## config.mk

```make
export PLATFORM = sky130hd
export DESIGN_NAME = decode_stage
export DESIGN_NICKNAME = d
export VERILOG_FILES = /design/src/rtl/decode_stage.sv
export SDC_FILE = /design/constraint.sdc
export NUM_CORES = 1
export LEC_CHECK = 0
export BUFFER_PORTS_ARGS = -buffer_cell sky130_fd_sc_hd__buf_2
export CELL_PAD_IN_SITES_DETAIL_PLACEMENT = 0
export CELL_PAD_IN_SITES_GLOBAL_PLACEMENT = 1
export CORE_MARGIN = 2
export CORE_UTILIZATION = 37
export DETAILED_ROUTE_END_ITERATION = 10
export PLACE_DENSITY_LB_ADDON = 0.1
export SLEW_MARGIN = 0
export SYNTH_ARGS = -nofsm -noshare
export SYNTH_HDL_FRONTEND = slang
export SYNTH_SLANG_ARGS = --single-unit
```

## constraint.sdc

```tcl
create_clock -name clk -period 2.1 [get_ports clk]
set_clock_uncertainty 0.2 [all_clocks]
set_input_delay 0.105 -clock clk [delete_from_list [all_inputs] [get_ports clk]]
set_output_delay 0.105 -clock clk [all_outputs]
set_load 0.1 [all_outputs]
```

## src/rtl/decode_stage.sv

```systemverilog
// RV32I decode stage: combinational decode into a registered output slot, valid/ready on both sides.
// Build option DECODE_SKID_EN inserts a 2-entry skid buffer between the decoder and the output slot.
module decode_stage #(
    parameter logic [31:0] RESET_PC = 32'h0000_0000
) (
    input  logic        clk,
    input  logic        rst_n,
    input  logic        flush,
    input  logic        in_valid,
    output logic        in_ready,
    input  logic [31:0] in_instr,
    input  logic [31:0] in_pc,
    output logic        out_valid,
    input  logic        out_ready,
    output logic [5:0]  out_instr_id,
    output logic [4:0]  out_rs1_addr,
    output logic [4:0]  out_rs2_addr,
    output logic [4:0]  out_rd_addr,
    output logic [31:0] out_imm,
    output logic [31:0] out_pc,
    output logic        out_illegal
);
    // Bundle layout: {id, rs1, rs2, rd, imm, pc, illegal}
    localparam int unsigned BW = 86;

    // INSTR_* codes, kept identical to instr_defines.vh
    localparam logic [5:0] INSTR_NONE = 6'd0, INSTR_LUI = 6'd1, INSTR_AUIPC = 6'd2, INSTR_JAL = 6'd3;
    localparam logic [5:0] INSTR_JALR = 6'd4, INSTR_BEQ = 6'd5, INSTR_BNE = 6'd6, INSTR_BLT = 6'd7;
    localparam logic [5:0] INSTR_BGE = 6'd8, INSTR_BLTU = 6'd9, INSTR_BGEU = 6'd10, INSTR_LB = 6'd11;
    localparam logic [5:0] INSTR_LH = 6'd12, INSTR_LW = 6'd13, INSTR_LBU = 6'd14, INSTR_LHU = 6'd15;
    localparam logic [5:0] INSTR_SB = 6'd16, INSTR_SH = 6'd17, INSTR_SW = 6'd18, INSTR_ADDI = 6'd19;
    localparam logic [5:0] INSTR_SLTI = 6'd20, INSTR_SLTIU = 6'd21, INSTR_XORI = 6'd22, INSTR_ORI = 6'd23;
    localparam logic [5:0] INSTR_ANDI = 6'd24, INSTR_SLLI = 6'd25, INSTR_SRLI = 6'd26, INSTR_SRAI = 6'd27;
    localparam logic [5:0] INSTR_ADD = 6'd28, INSTR_SUB = 6'd29, INSTR_SLL = 6'd30, INSTR_SLT = 6'd31;
    localparam logic [5:0] INSTR_SLTU = 6'd32, INSTR_XOR = 6'd33, INSTR_SRL = 6'd34, INSTR_SRA = 6'd35;
    localparam logic [5:0] INSTR_OR = 6'd36, INSTR_AND = 6'd37, INSTR_FENCE = 6'd38, INSTR_ECALL = 6'd39;
    localparam logic [5:0] INSTR_EBREAK = 6'd40;

    localparam logic [6:0] OP_LUI = 7'b0110111, OP_AUIPC = 7'b0010111, OP_JAL = 7'b1101111;
    localparam logic [6:0] OP_JALR = 7'b1100111, OP_BRANCH = 7'b1100011, OP_LOAD = 7'b0000011;
    localparam logic [6:0] OP_STORE = 7'b0100011, OP_IMM = 7'b0010011, OP_REG = 7'b0110011;
    localparam logic [6:0] OP_FENCE = 7'b0001111, OP_SYSTEM = 7'b1110011;
    localparam logic [6:0] F7_ALT = 7'b0100000;

    localparam logic [BW-1:0] BUNDLE_CLR = {53'b0, RESET_PC, 1'b0};

    logic [6:0]  opcode, funct7;
    logic [2:0]  funct3;
    logic [31:0] imm_i, imm_s, imm_b, imm_u, imm_j, imm_sh, imm_raw;
    logic        use_rs1, use_rs2, use_rd;
    logic [5:0]  dec_id;
    logic        dec_illegal;
    logic [4:0]  dec_rs1, dec_rs2, dec_rd;
    logic [31:0] dec_imm;
    logic [BW-1:0] bundle_d, slot_data;
    logic        slot_free, push_in, slot_load;

    assign opcode = in_instr[6:0];
    assign funct3 = in_instr[14:12];
    assign funct7 = in_instr[31:25];
    assign imm_i  = {{20{in_instr[31]}}, in_instr[31:20]};
    assign imm_s  = {{20{in_instr[31]}}, in_instr[31:25], in_instr[11:7]};
    assign imm_b  = {{19{in_instr[31]}}, in_instr[31], in_instr[7], in_instr[30:25], in_instr[11:8], 1'b0};
    assign imm_u  = {in_instr[31:12], 12'b0};
    assign imm_j  = {{11{in_instr[31]}}, in_instr[31], in_instr[19:12], in_instr[20], in_instr[30:21], 1'b0};
    assign imm_sh = {27'b0, in_instr[24:20]};

    // Opcode/funct decode; anything left at INSTR_NONE is illegal
    always_comb begin
        dec_id  = INSTR_NONE;
        use_rs1 = 1'b0;
        use_rs2 = 1'b0;
        use_rd  = 1'b0;
        imm_raw = '0;
        case (opcode)
            OP_LUI:   begin dec_id = INSTR_LUI;   use_rd = 1'b1; imm_raw = imm_u; end
            OP_AUIPC: begin dec_id = INSTR_AUIPC; use_rd = 1'b1; imm_raw = imm_u; end
            OP_JAL:   begin dec_id = INSTR_JAL;   use_rd = 1'b1; imm_raw = imm_j; end
            OP_JALR: begin
                if (funct3 == 3'd0) dec_id = INSTR_JALR;
                use_rd = 1'b1; use_rs1 = 1'b1; imm_raw = imm_i;
            end
            OP_BRANCH: begin
                case (funct3)
                    3'd0: dec_id = INSTR_BEQ;
                    3'd1: dec_id = INSTR_BNE;
                    3'd4: dec_id = INSTR_BLT;
                    3'd5: dec_id = INSTR_BGE;
                    3'd6: dec_id = INSTR_BLTU;
                    3'd7: dec_id = INSTR_BGEU;
                    default: dec_id = INSTR_NONE;
                endcase
                use_rs1 = 1'b1; use_rs2 = 1'b1; imm_raw = imm_b;
            end
            OP_LOAD: begin
                case (funct3)
                    3'd0: dec_id = INSTR_LB;
                    3'd1: dec_id = INSTR_LH;
                    3'd2: dec_id = INSTR_LW;
                    3'd4: dec_id = INSTR_LBU;
                    3'd5: dec_id = INSTR_LHU;
                    default: dec_id = INSTR_NONE;
                endcase
                use_rd = 1'b1; use_rs1 = 1'b1; imm_raw = imm_i;
            end
            OP_STORE: begin
                case (funct3)
                    3'd0: dec_id = INSTR_SB;
                    3'd1: dec_id = INSTR_SH;
                    3'd2: dec_id = INSTR_SW;
                    default: dec_id = INSTR_NONE;
                endcase
                use_rs1 = 1'b1; use_rs2 = 1'b1; imm_raw = imm_s;
            end
            OP_IMM: begin
                use_rd = 1'b1; use_rs1 = 1'b1; imm_raw = imm_i;
                case (funct3)
                    3'd0: dec_id = INSTR_ADDI;
                    3'd2: dec_id = INSTR_SLTI;
                    3'd3: dec_id = INSTR_SLTIU;
                    3'd4: dec_id = INSTR_XORI;
                    3'd6: dec_id = INSTR_ORI;
                    3'd7: dec_id = INSTR_ANDI;
                    3'd1: begin
                        imm_raw = imm_sh;
                        if (funct7 == 7'd0) dec_id = INSTR_SLLI;
                    end
                    default: begin
                        imm_raw = imm_sh;
                        if (funct7 == 7'd0)        dec_id = INSTR_SRLI;
                        else if (funct7 == F7_ALT) dec_id = INSTR_SRAI;
                    end
                endcase
            end
            OP_REG: begin
                use_rd = 1'b1; use_rs1 = 1'b1; use_rs2 = 1'b1;
                if (funct7 == 7'd0) begin
                    case (funct3)
                        3'd0: dec_id = INSTR_ADD;
                        3'd1: dec_id = INSTR_SLL;
                        3'd2: dec_id = INSTR_SLT;
                        3'd3: dec_id = INSTR_SLTU;
                        3'd4: dec_id = INSTR_XOR;
                        3'd5: dec_id = INSTR_SRL;
                        3'd6: dec_id = INSTR_OR;
                        default: dec_id = INSTR_AND;
                    endcase
                end else if (funct7 == F7_ALT) begin
                    if (funct3 == 3'd0)      dec_id = INSTR_SUB;
                    else if (funct3 == 3'd5) dec_id = INSTR_SRA;
                end
            end
            // FENCE/ECALL/EBREAK carry no operands for EX; fields stay zero
            OP_FENCE:  if (funct3 == 3'd0) dec_id = INSTR_FENCE;
            OP_SYSTEM: begin
                if (in_instr == 32'h0000_0073)      dec_id = INSTR_ECALL;
                else if (in_instr == 32'h0010_0073) dec_id = INSTR_EBREAK;
            end
            default: dec_id = INSTR_NONE;
        endcase
    end

    assign dec_illegal = (dec_id == INSTR_NONE);
    assign dec_rs1  = (use_rs1 && !dec_illegal) ? in_instr[19:15] : 5'd0;
    assign dec_rs2  = (use_rs2 && !dec_illegal) ? in_instr[24:20] : 5'd0;
    assign dec_rd   = (use_rd  && !dec_illegal) ? in_instr[11:7]  : 5'd0;
    assign dec_imm  = dec_illegal ? 32'd0 : imm_raw;
    assign bundle_d = {dec_id, dec_rs1, dec_rs2, dec_rd, dec_imm, in_pc, dec_illegal};

    assign slot_free = !out_valid || out_ready;
    assign push_in   = in_valid && in_ready && !flush;

`ifdef DECODE_SKID_EN
    logic [BW-1:0] skid_q [2];
    logic [BW-1:0] skid_n [2];
    logic [1:0]    skid_cnt, cnt_n;
    logic          skid_full;

    // Skid head feeds the slot before any new word, preserving order
    always_comb begin
        skid_n    = skid_q;
        cnt_n     = skid_cnt;
        slot_load = 1'b0;
        slot_data = bundle_d;
        if (flush) begin
            cnt_n = 2'd0;
        end else begin
            if (slot_free && skid_cnt != 2'd0) begin
                slot_load = 1'b1;
                slot_data = skid_q[0];
                skid_n[0] = skid_q[1];
                cnt_n     = skid_cnt - 2'd1;
            end
            if (push_in) begin
                if (slot_free && skid_cnt == 2'd0) begin
                    slot_load = 1'b1;
                    slot_data = bundle_d;
                end else begin
                    skid_n[cnt_n[0]] = bundle_d;
                    cnt_n = cnt_n + 2'd1;
                end
            end
        end
    end

    always_ff @(posedge clk or negedge rst_n) begin
        if (!rst_n) begin
            skid_q[0] <= '0;
            skid_q[1] <= '0;
            skid_cnt  <= 2'd0;
            skid_full <= 1'b0;
        end else begin
            skid_q[0] <= skid_n[0];
            skid_q[1] <= skid_n[1];
            skid_cnt  <= cnt_n;
            skid_full <= (cnt_n == 2'd2);
        end
    end

    assign in_ready = !skid_full;
`else
    assign in_ready  = slot_free;
    assign slot_load = push_in;
    assign slot_data = bundle_d;
`endif

    // Output slot; an emptied slot returns to the reset bundle so no stale fields linger
    always_ff @(posedge clk or negedge rst_n) begin
        if (!rst_n) begin
            out_valid <= 1'b0;
            {out_instr_id, out_rs1_addr, out_rs2_addr, out_rd_addr, out_imm, out_pc, out_illegal} <= BUNDLE_CLR;
        end else if (flush || (!slot_load && out_ready)) begin
            out_valid <= 1'b0;
            {out_instr_id, out_rs1_addr, out_rs2_addr, out_rd_addr, out_imm, out_pc, out_illegal} <= BUNDLE_CLR;
        end else if (slot_load) begin
            out_valid <= 1'b1;
            {out_instr_id, out_rs1_addr, out_rs2_addr, out_rd_addr, out_imm, out_pc, out_illegal} <= slot_data;
        end
    end
endmodule

```

==> results.tsv, run 1 <==
stage	metric	value	unit
status	status	finished, violations left	
status	violated checks	setup timing	
cells_and_area	Area growth syn-to-layout	67.77	%
sta	period utilisation layout	1.068	
grt	GRT Resource Usage Total	0.2532	
cells_and_area	fraction of final layout cells sized beyond drive strength 1	0.4469	
route	vias per cell	5.291	
route	drt first pass iters	4	
min_path	hold path depth	4	
pwr	VDD IR max	0.5758	mV
setup_path	slowest CP cell	or4_4	
synth	mapped cell area	4379	sq um
synth	Main synth FF type	dfrtp_1	
synth	multiplexer area fraction after synthesis	0.004857	
synth	Syn Inst Count	467	
sta	FMAX	0.4458	GHz
synth	FFs w/ async S/R, synth	1.000	
synth	largest family of logic cells by synthesized area	compound AO/OA/AOI/OAI gates	
grt	largest net degree at the start of global routing	59	
synth	Post-synth EDFFs	0	
setup_path	startpoint types	primary input	
cts	Clk Latency, worst-skew pair	0.35	ns
route	WL/cell	17.52	um
cts	number of clock sinks	87	
grt	vias in the first global route	4817	
cells_and_area	nets@finish	846	
pwr	Static Leakage	3.641	nW
setup_path	R2R setup slack	0.08	ns
synth	count of cell types in the netlist	52	
cells_and_area	fill count	978	
cts	worst-case clock buffer depth	2	
die	Boundary Pins	157	
sta	Fin. Hold Viols	0	
setup_path	reg2reg path depth	7	
cts	Num CTS Buffers	9	
setup_path	WP data arrival	2.28	ns
synth	Net Count, Synth	536	
die	Die Y	112.8	um
setup_path	FF-to-FF End	out_imm[24]	
route	drt drc	0	
synth	area share of xor/xnor cells in the synthesized design	0.004000	
setup_path	Worst R2R Start	out_valid	
min_path	Hold Crit Start	in_instr[22]	
placed_design	port bufs	156	
synth	Synth Area per Inst	9.377	sq um
die	Core Region	11470	sq um
synth	Seq/Total Area, Yosys	0.4971	
die	site row count	39	
setup_path	most frequent CP cell	buf_6	
setup_path	crit path buf inv count	5	
route	Routed Wire Length	16190	um
grt	first-pass GRT wire length	25390	um
sta	# setup viols final	48	
cells_and_area	Non-Filler Cell Area, Final	7347	sq um
cts	CTS H-tree lvls	3	
setup_path	maximum fanout along the worst path	12	
synth	synth warn	0	
cells_and_area	Multi-input gate area	2185	sq um
pwr	power density cells	602.4	nW/um^2
grt	grt ovf	0	
setup_path	crit-path max cell delay	0.58	ns
route	Antenna Nets Post-Route	0	
sta	final slew viol count	0	
cts	CTS root buf	clkbuf_16	
placed_design	routability cong.	0.9175	
synth	Synth Area in Compound Gates	0.2614	
setup_path	critical path required time	2.13	ns
cts	Clock Pin Slew Worst Setup and Hold Paths	0.06	ns
synth	adder-cell share of the synthesized area	0	
synth	Synth Register Bits	87	
setup_path	Worst Setup End Kind	flop	
grt	initial antenna violation count	0	
setup_path	Top Family by Delay on Critical Path	simple AND/OR/NAND/NOR gates	
sta	Setup WS post-layout	-0.1432	ns
sta	Slew @ Worst Pin	0.8563	ns
cts	CTS tree	yes	
setup_path	worst path cell trace	buf_6 > nor4bb_1 > buf_4 > nand4_1 > nor4_2 > or3_1 > or4_4 > nor4_4 > buf_6 > buf_12 > buf_6 > o21ai_2	
sta	Rel. slew slack	0.4272	
setup_path	crit path kind	primary input to flop	
placed_design	DP HPWL	11780	um
cells_and_area	FF/Latch Area	2181	sq um
route	via count	4889	
sta	RSZ-0062 raised after global routing	true	
die	Initial Util	0.3819	
sta	minimum hold slack	0.001379	ns
flow_run	maxcap violations	0	
synth	post-synthesis simple-gate area fraction	0.1846	
min_path	HP Class	primary input to flop	
placed_design	placed cell area	6231	sq um
min_path	worst hold endpoint	out_rs2_addr[2]	
die	Die W	112.8	um
cells_and_area	Antenna Cells	0	
die	die area	12720	sq um
route	initial DRC count	353	
sta	crit path time final	2.243	ns
## report_power, final
group	switching (W)	total, W	internal [W]
combinational	0.000622	0.000992	0.000370
sequential	0.0000181	0.00173	0.00171
clock	0.000664	0.00170	0.00104
## metrics by stage
| stage | cells | setup TNS (ns) | worst slack (ns) | total power, W | util |
|---|---|---|---|---|---|
| after detailed placement | 848 | -27.01 | -0.6919 | 0.002628 | 0.5434 |
| after CTS | 919 | -2.048 | -0.1331 | 0.004421 | 0.6241 |
| after floorplan | 467 | -7.623 | -0.2643 | 0.002250 | - |
| after global placement | 848 | -24.95 | -0.6236 | 0.002624 | 0.5434 |
| after global routing | 924 | -7.070 | -0.2031 | 0.004585 | 0.6407 |
| final | 924 | -4.068 | -0.1432 | 0.004426 | 0.6407 |
## flip-flops by register name, summed over array words and instances (netlist names)
signal        cells
out_instr_id      6
out_valid         1
out_pc           32
out_illegal       1
out_rs1_addr      5
out_rs2_addr      5
out_rd_addr       5
out_imm          32
## layout make-up
| class | count | share of cell area |
|---|---|---|
| clock buffers | 10 | 0.03116 |
| clock inverters | 5 | 0.01141 |
| inverters | 12 | 0.006982 |
| multi-input cells | 328 | 0.2973 |
| flip-flops and latches | 87 | 0.2968 |
| well taps | 143 | 0.02435 |
| repair buffers | 339 | 0.3319 |
## per-layer routing
| layer | up-vias | global-route usage | wire length (um) |
|---|---|---|---|
| li1 | 2351 | - | - |
| met3 | 20 | 0.04499 | 912 |
| met4 | 0 | 0.05610 | 229 |
| met2 | 178 | 0.4275 | 7834 |
| met1 | 2340 | 0.3427 | 7210 |
| met5 | - | 0 | 0 |
## synth_stat cells, types with 2 or more instances
library cell	instances	area share
dfrtp_1	87	0.50
nand3b_1	4	0.0069
o32a_1	2	0.0046
nor3_1	7	0.0080
nand2_1	73	0.063
a31oi_1	2	0.0029
inv_2	2	0.0017
o21ai_1	18	0.021
and3b_1	2	0.0040
nand3_1	8	0.0091
clkbuf_1	24	0.021
nor3b_1	2	0.0034
buf_1	6	0.0051
or3_1	4	0.0057
o211ai_1	2	0.0034
nor4_1	7	0.010
nor2_1	20	0.017
buf_2	9	0.010
o21ai_0	14	0.016
and2_1	5	0.0071
nor4bb_1	2	0.0046
a21oi_1	29	0.033
nand4_1	17	0.024
a22o_1	34	0.068
a22oi_1	4	0.0069
o21a_1	2	0.0034
a211oi_1	9	0.015
o31ai_1	33	0.057
nand2b_1	6	0.0086
inv_1	10	0.0086
o22ai_1	2	0.0029
## cells by family (layout without fill, tap and decap cells)
| kind of cell | count (synthesis) | in the layout |
|---|---|---|
| AO/OA/AOI/OAI | 162 | 162 |
| XOR/XNOR | 2 | 2 |
| buffers and inverters | 52 | 366 |
| flip-flops | 87 | 87 |
| multiplexers | 2 | 2 |
| AND/OR/NAND/NOR | 162 | 162 |
## worst max path at each step
stage | startpoint | end | slack [ns] | cells after the start
after floorplan | out_valid | out_imm[31] | -0.26 | 8
final | in_instr[0] | out_rs1_addr[4] | -0.14 | 12
after global routing | in_instr[0] | out_imm[8] | -0.20 | 11
after CTS | in_instr[0] | out_imm[6] | -0.13 | 11
after detailed placement | in_instr[5] | out_imm[6] | -0.69 | 9
after global placement | in_instr[5] | out_imm[10] | -0.62 | 9
## worst min-delay path: cells and delay by family
family,cells,cell delay (ns)
buffers and inverters,2,0.25
AND/OR/NAND/NOR,1,0.09
AO/OA/AOI/OAI,1,0.06
## layout by cell type, fill, tap and decap left out, drive strengths merged, types with 2 or more instances in the layout
master / n
buf: 287
dfrtp: 87
nand2: 73
dlygate4sd3: 51
a22o: 34
o31ai: 33
o21ai: 32
a21oi: 29
nor2: 20
nand4: 17
inv: 12
clkbuf: 11
a211oi: 10
nor4: 9
nand3: 8
nor3: 7
nand2b: 6
and2: 5
nand3b: 4
or3: 4
a22oi: 4
clkinvlp: 3
nor3b: 2
nor4bb: 2
o21a: 2
o32a: 2
o22ai: 2
o211ai: 2
a31oi: 2
bufinv: 2
and3b: 2
## what timing repair did
action,CTS,global route
pin swaps,6,10
buffers inserted,5,4
hold endpoints to repair,135,0
hold buffers,51,0
setup endpoints to repair,48,48
gates cloned,0,1
gates resized for setup,15,34
No activity file was read; power rests on OpenSTA's default activity.
==> run 2: changes to the inputs <==
Settings changed: ABC_AREA set to 1, CORE_UTILIZATION 37 to 36.
==> results.tsv, run 2 <==
stage	metric	value	unit	change
sta	Slew @ Worst Pin	0.6113	ns	was 0.8563 ns
pwr	Comb pwr share	0.187		was 0.224
synth	synth warn	0		unchanged
grt	first-pass GRT wire length	23610	um	was 25390 um
setup_path	WP data arrival	1.94	ns	was 2.28 ns
setup_path	maximum fanout along the worst path	23		was 12
die	die area	13680	sq um	was 12720 sq um
pwr	clock share of power	0.423		was 0.385
setup_path	reg2reg path depth	9		was 7
sta	setup TNS	0	ns	was -4.068 ns
route	drt drc	0		unchanged
setup_path	crit path kind	flop to flop		was primary input to flop
placed_design	routability cong.	0.9455		was 0.9175
synth	Main synth FF type	dfrtp_1		unchanged
pwr	Flop pwr share	0.391		about the same
sta	final slew viol count	0		unchanged
cts	Clock Pin Slew Worst Setup and Hold Paths	0.06	ns	about the same
synth	Synth area leader	dfrtp_1		unchanged
cells_and_area	Antenna Cells	0		unchanged
sta	crit path time final	1.861	ns	was 2.243 ns
synth	Synth top cells by count	181 x nand2_1, 87 x dfrtp_1, 84 x nand3_1		was 87 x dfrtp_1, 73 x nand2_1, 34 x a22o_1
synth	FFs w/ async S/R, synth	1.000		unchanged
sta	period utilisation layout	0.8861		was 1.068
synth	Net Count, Synth	670		was 536
cells_and_area	commonest non-fill, non-tap cell in the layout	nand2_1		was buf_2
route	vias per cell	4.812		was 5.291
status	violated checks	hold timing		was setup timing
flow_run	maxcap violations	0		unchanged
route	via count	4875		was 4889
die	Die W	116.9	um	was 112.8 um
die	Die Y	116.9	um	was 112.8 um
synth	count of cell types in the netlist	27		was 52
cells_and_area	most frequent cells in the layout	180 x nand2_1, 155 x buf_2, 86 x dfrtp_1, 84 x nand3_1, 71 x nor2_1		was 149 x buf_2, 122 x buf_4, 86 x dfrtp_1, 72 x nand2_1, 51 x dlygate4sd3_1
grt	GRT Resource Usage Total	0.2245		was 0.2532
synth	Synth Register Bits	87		unchanged
cts	CTS tree	yes		unchanged
pwr	P_int	0.003159	W	was 0.003121 W
cells_and_area	nets@finish	905		was 846
placed_design	DP Worst Slack	-0.08230	ns	was -0.6919 ns
cts	Clk Latency, worst-skew pair	0.34	ns	was 0.35 ns
route	WL/cell	15.45	um	was 17.52 um
cells_and_area	final design utilization	0.5385		was 0.6407
route	Routed Wire Length	15660	um	was 16190 um
sta	RSZ-0062 raised after global routing	false		was true
placed_design	port bufs	156		unchanged
synth	mapped cell area	4592	sq um	was 4379 sq um
synth	top cell type's share of synthesized area	0.4741		was 0.4971
sta	minimum hold slack	-0.03120	ns	was 0.001379 ns
synth	Synth Area per Inst	7.640	sq um	was 9.377 sq um
pwr	P_sw	0.001273	W	was 0.001305 W
die	site row count	41		was 39
cells_and_area	fraction of final layout cells sized beyond drive strength 1	0.2937		was 0.4469
die	Boundary Pins	157		unchanged
die	Core Region	12520	sq um	was 11470 sq um
route	Antenna Nets Post-Route	0		unchanged
pwr	power density cells	657.5	nW/um^2	was 602.4 nW/um^2
synth	Post-synth EDFFs	0		unchanged
sta	FMAX	0.5374	GHz	was 0.4458 GHz
die	Initial Util	0.3669		was 0.3819
grt	initial antenna violation count	0		unchanged
min_path	HP Class	primary input to flop		unchanged
cts	number of clock sinks	87		unchanged
setup_path	startpoint types	flop		was primary input
cts	worst-case clock buffer depth	2		unchanged
pwr	VDD IR max	0.3421	mV	was 0.5758 mV
cts	CTS root buf	clkbuf_16		unchanged
min_path	hold path depth	5		was 4
cts	Post-CTS Setup Bufs	0		was 5
status	status	finished, violations left		unchanged
placed_design	DP HPWL	11270	um	was 11780 um
route	initial DRC count	323		was 353
grt	largest net degree at the start of global routing	49		was 59
pwr	Switching Share	0.2872		was 0.2948
sta	# setup viols final	0		was 48
route	drt first pass iters	5		was 4
cts	CTS H-tree lvls	3		unchanged
grt	vias in the first global route	4693		was 4817
synth	Area contributors post-synth	dfrtp_1 47%, nand2_1 15%, nand3_1 9.2%		was dfrtp_1 50%, a22o_1 6.8%, nand2_1 6.3%
sta	Setup WS post-layout	0.2393	ns	was -0.1432 ns
setup_path	critical path required time	2.18	ns	was 2.13 ns
cells_and_area	Area growth syn-to-layout	46.78	%	was 67.77%
synth	count leader, synth	nand2_1		was dfrtp_1
setup_path	Worst Setup End Kind	flop		unchanged
cts	Num CTS Buffers	9		unchanged
pwr	Static Leakage	3.859	nW	was 3.641 nW
grt	grt ovf	0		unchanged
synth	Seq/Total Area, Yosys	0.4741		was 0.4971
sta	Fin. Hold Viols	2		was 0
synth	Syn Inst Count	601		was 467
sta	Rel. slew slack	0.5907		was 0.4272
## run 2: cell count changes in the layout (fill, tap and decap cells not counted), moves of 11 or more
cell,delta
o31ai_2,-14
nand3_1,+76
o31ai_1,-19
nand4_1,-16
buf_4,-84
nand2_1,+108
nor2_1,+53
a21oi_1,-26
nand3_2,+11
inv_1,+41
## run 2: worst max-delay path, stage by stage (launching register included)
cell and delay, ns:
dfrtp_4 0.40, inv_1 0.04, nor2_1 0.11, nor2_1 0.05, nand2_1 0.14, nand3b_1 0.15
inv_4 0.20, buf_4 0.31, nand2_1 0.10, nand2_1 0.08
## run 2: power groups by stage
stage	Clock (W)	Combinational, W	Sequential, W
3_5_place_dp	0	0.000733	0.00176
3_3_place_gp	0	0.000733	0.00176
5_1_grt	0.00199	0.000878	0.00173
4_1_cts	0.00191	0.000811	0.00173
2_1_floorplan	0	0.000209	0.00203
6_report	0.00187	0.000827	0.00173
## run 2: metrics by stage
stage          total power, W  std cells  instance area, sq um
2_1_floorplan        0.002239        601                  4596
4_1_cts              0.004455       1012                  6706
5_1_grt              0.004603       1013                  6740
3_3_place_gp         0.002493        944                  5838
6_report             0.004432       1013                  6740
3_5_place_dp         0.002494        944                  5838
## run 2: path summary, 6_finish.rpt
| check | startpoint | end | slack [ns] |
|---|---|---|---|
| min | in_instr[21] | out_imm[21] | -0.03 |
| max reg2reg | out_valid | out_rd_addr[2] | 0.24 |
| max in group asynchronous | rst_n | out_pc[5] | 1.07 |
| max | out_valid | out_rd_addr[2] | 0.24 |
| min in group asynchronous | rst_n | out_imm[8] | 0.04 |
| min reg2reg | out_imm[10] | out_imm[10] | 0.28 |
## run 2: cell families (layout without fill, tap and decap cells)
family / after synthesis / count (layout) / share of synthesized area
AO/OA/AOI/OAI: 65 / 65 / 0.1025
AND/OR/NAND/NOR: 365 / 365 / 0.3477
buffers and inverters: 84 / 324 / 0.07575
flip-flops: 87 / 87 / 0.4741
## run 2: final cells by class
| cell class | count | area, sq um |
|---|---|---|
| Multi-Input combinational cell | 430 | 2072 |
| Sequential cell | 87 | 2181 |
| Clock buffer | 11 | 242.7 |
| Tap cell | 172 | 215.2 |
| Clock inverter | 5 | 105.1 |
| Timing Repair Buffer | 251 | 1708 |
| Fill cell | 1265 | 5777 |
| Inverter | 57 | 216.5 |
## run 2: per-layer routing
layer  track usage  share of wire
met1        0.3019           0.46
met5             0              0
met3       0.05510          0.070
met4       0.07922          0.013
met2        0.3545           0.46
## run 2: what timing repair did
| action | in CTS | in global routing |
|---|---|---|
| hold buffers | 52 | 0 |
| setup endpoints to repair | 0 | 48 |
| gates resized for setup | 0 | 4 |
| endpoints found under the hold margin | 144 | 0 |
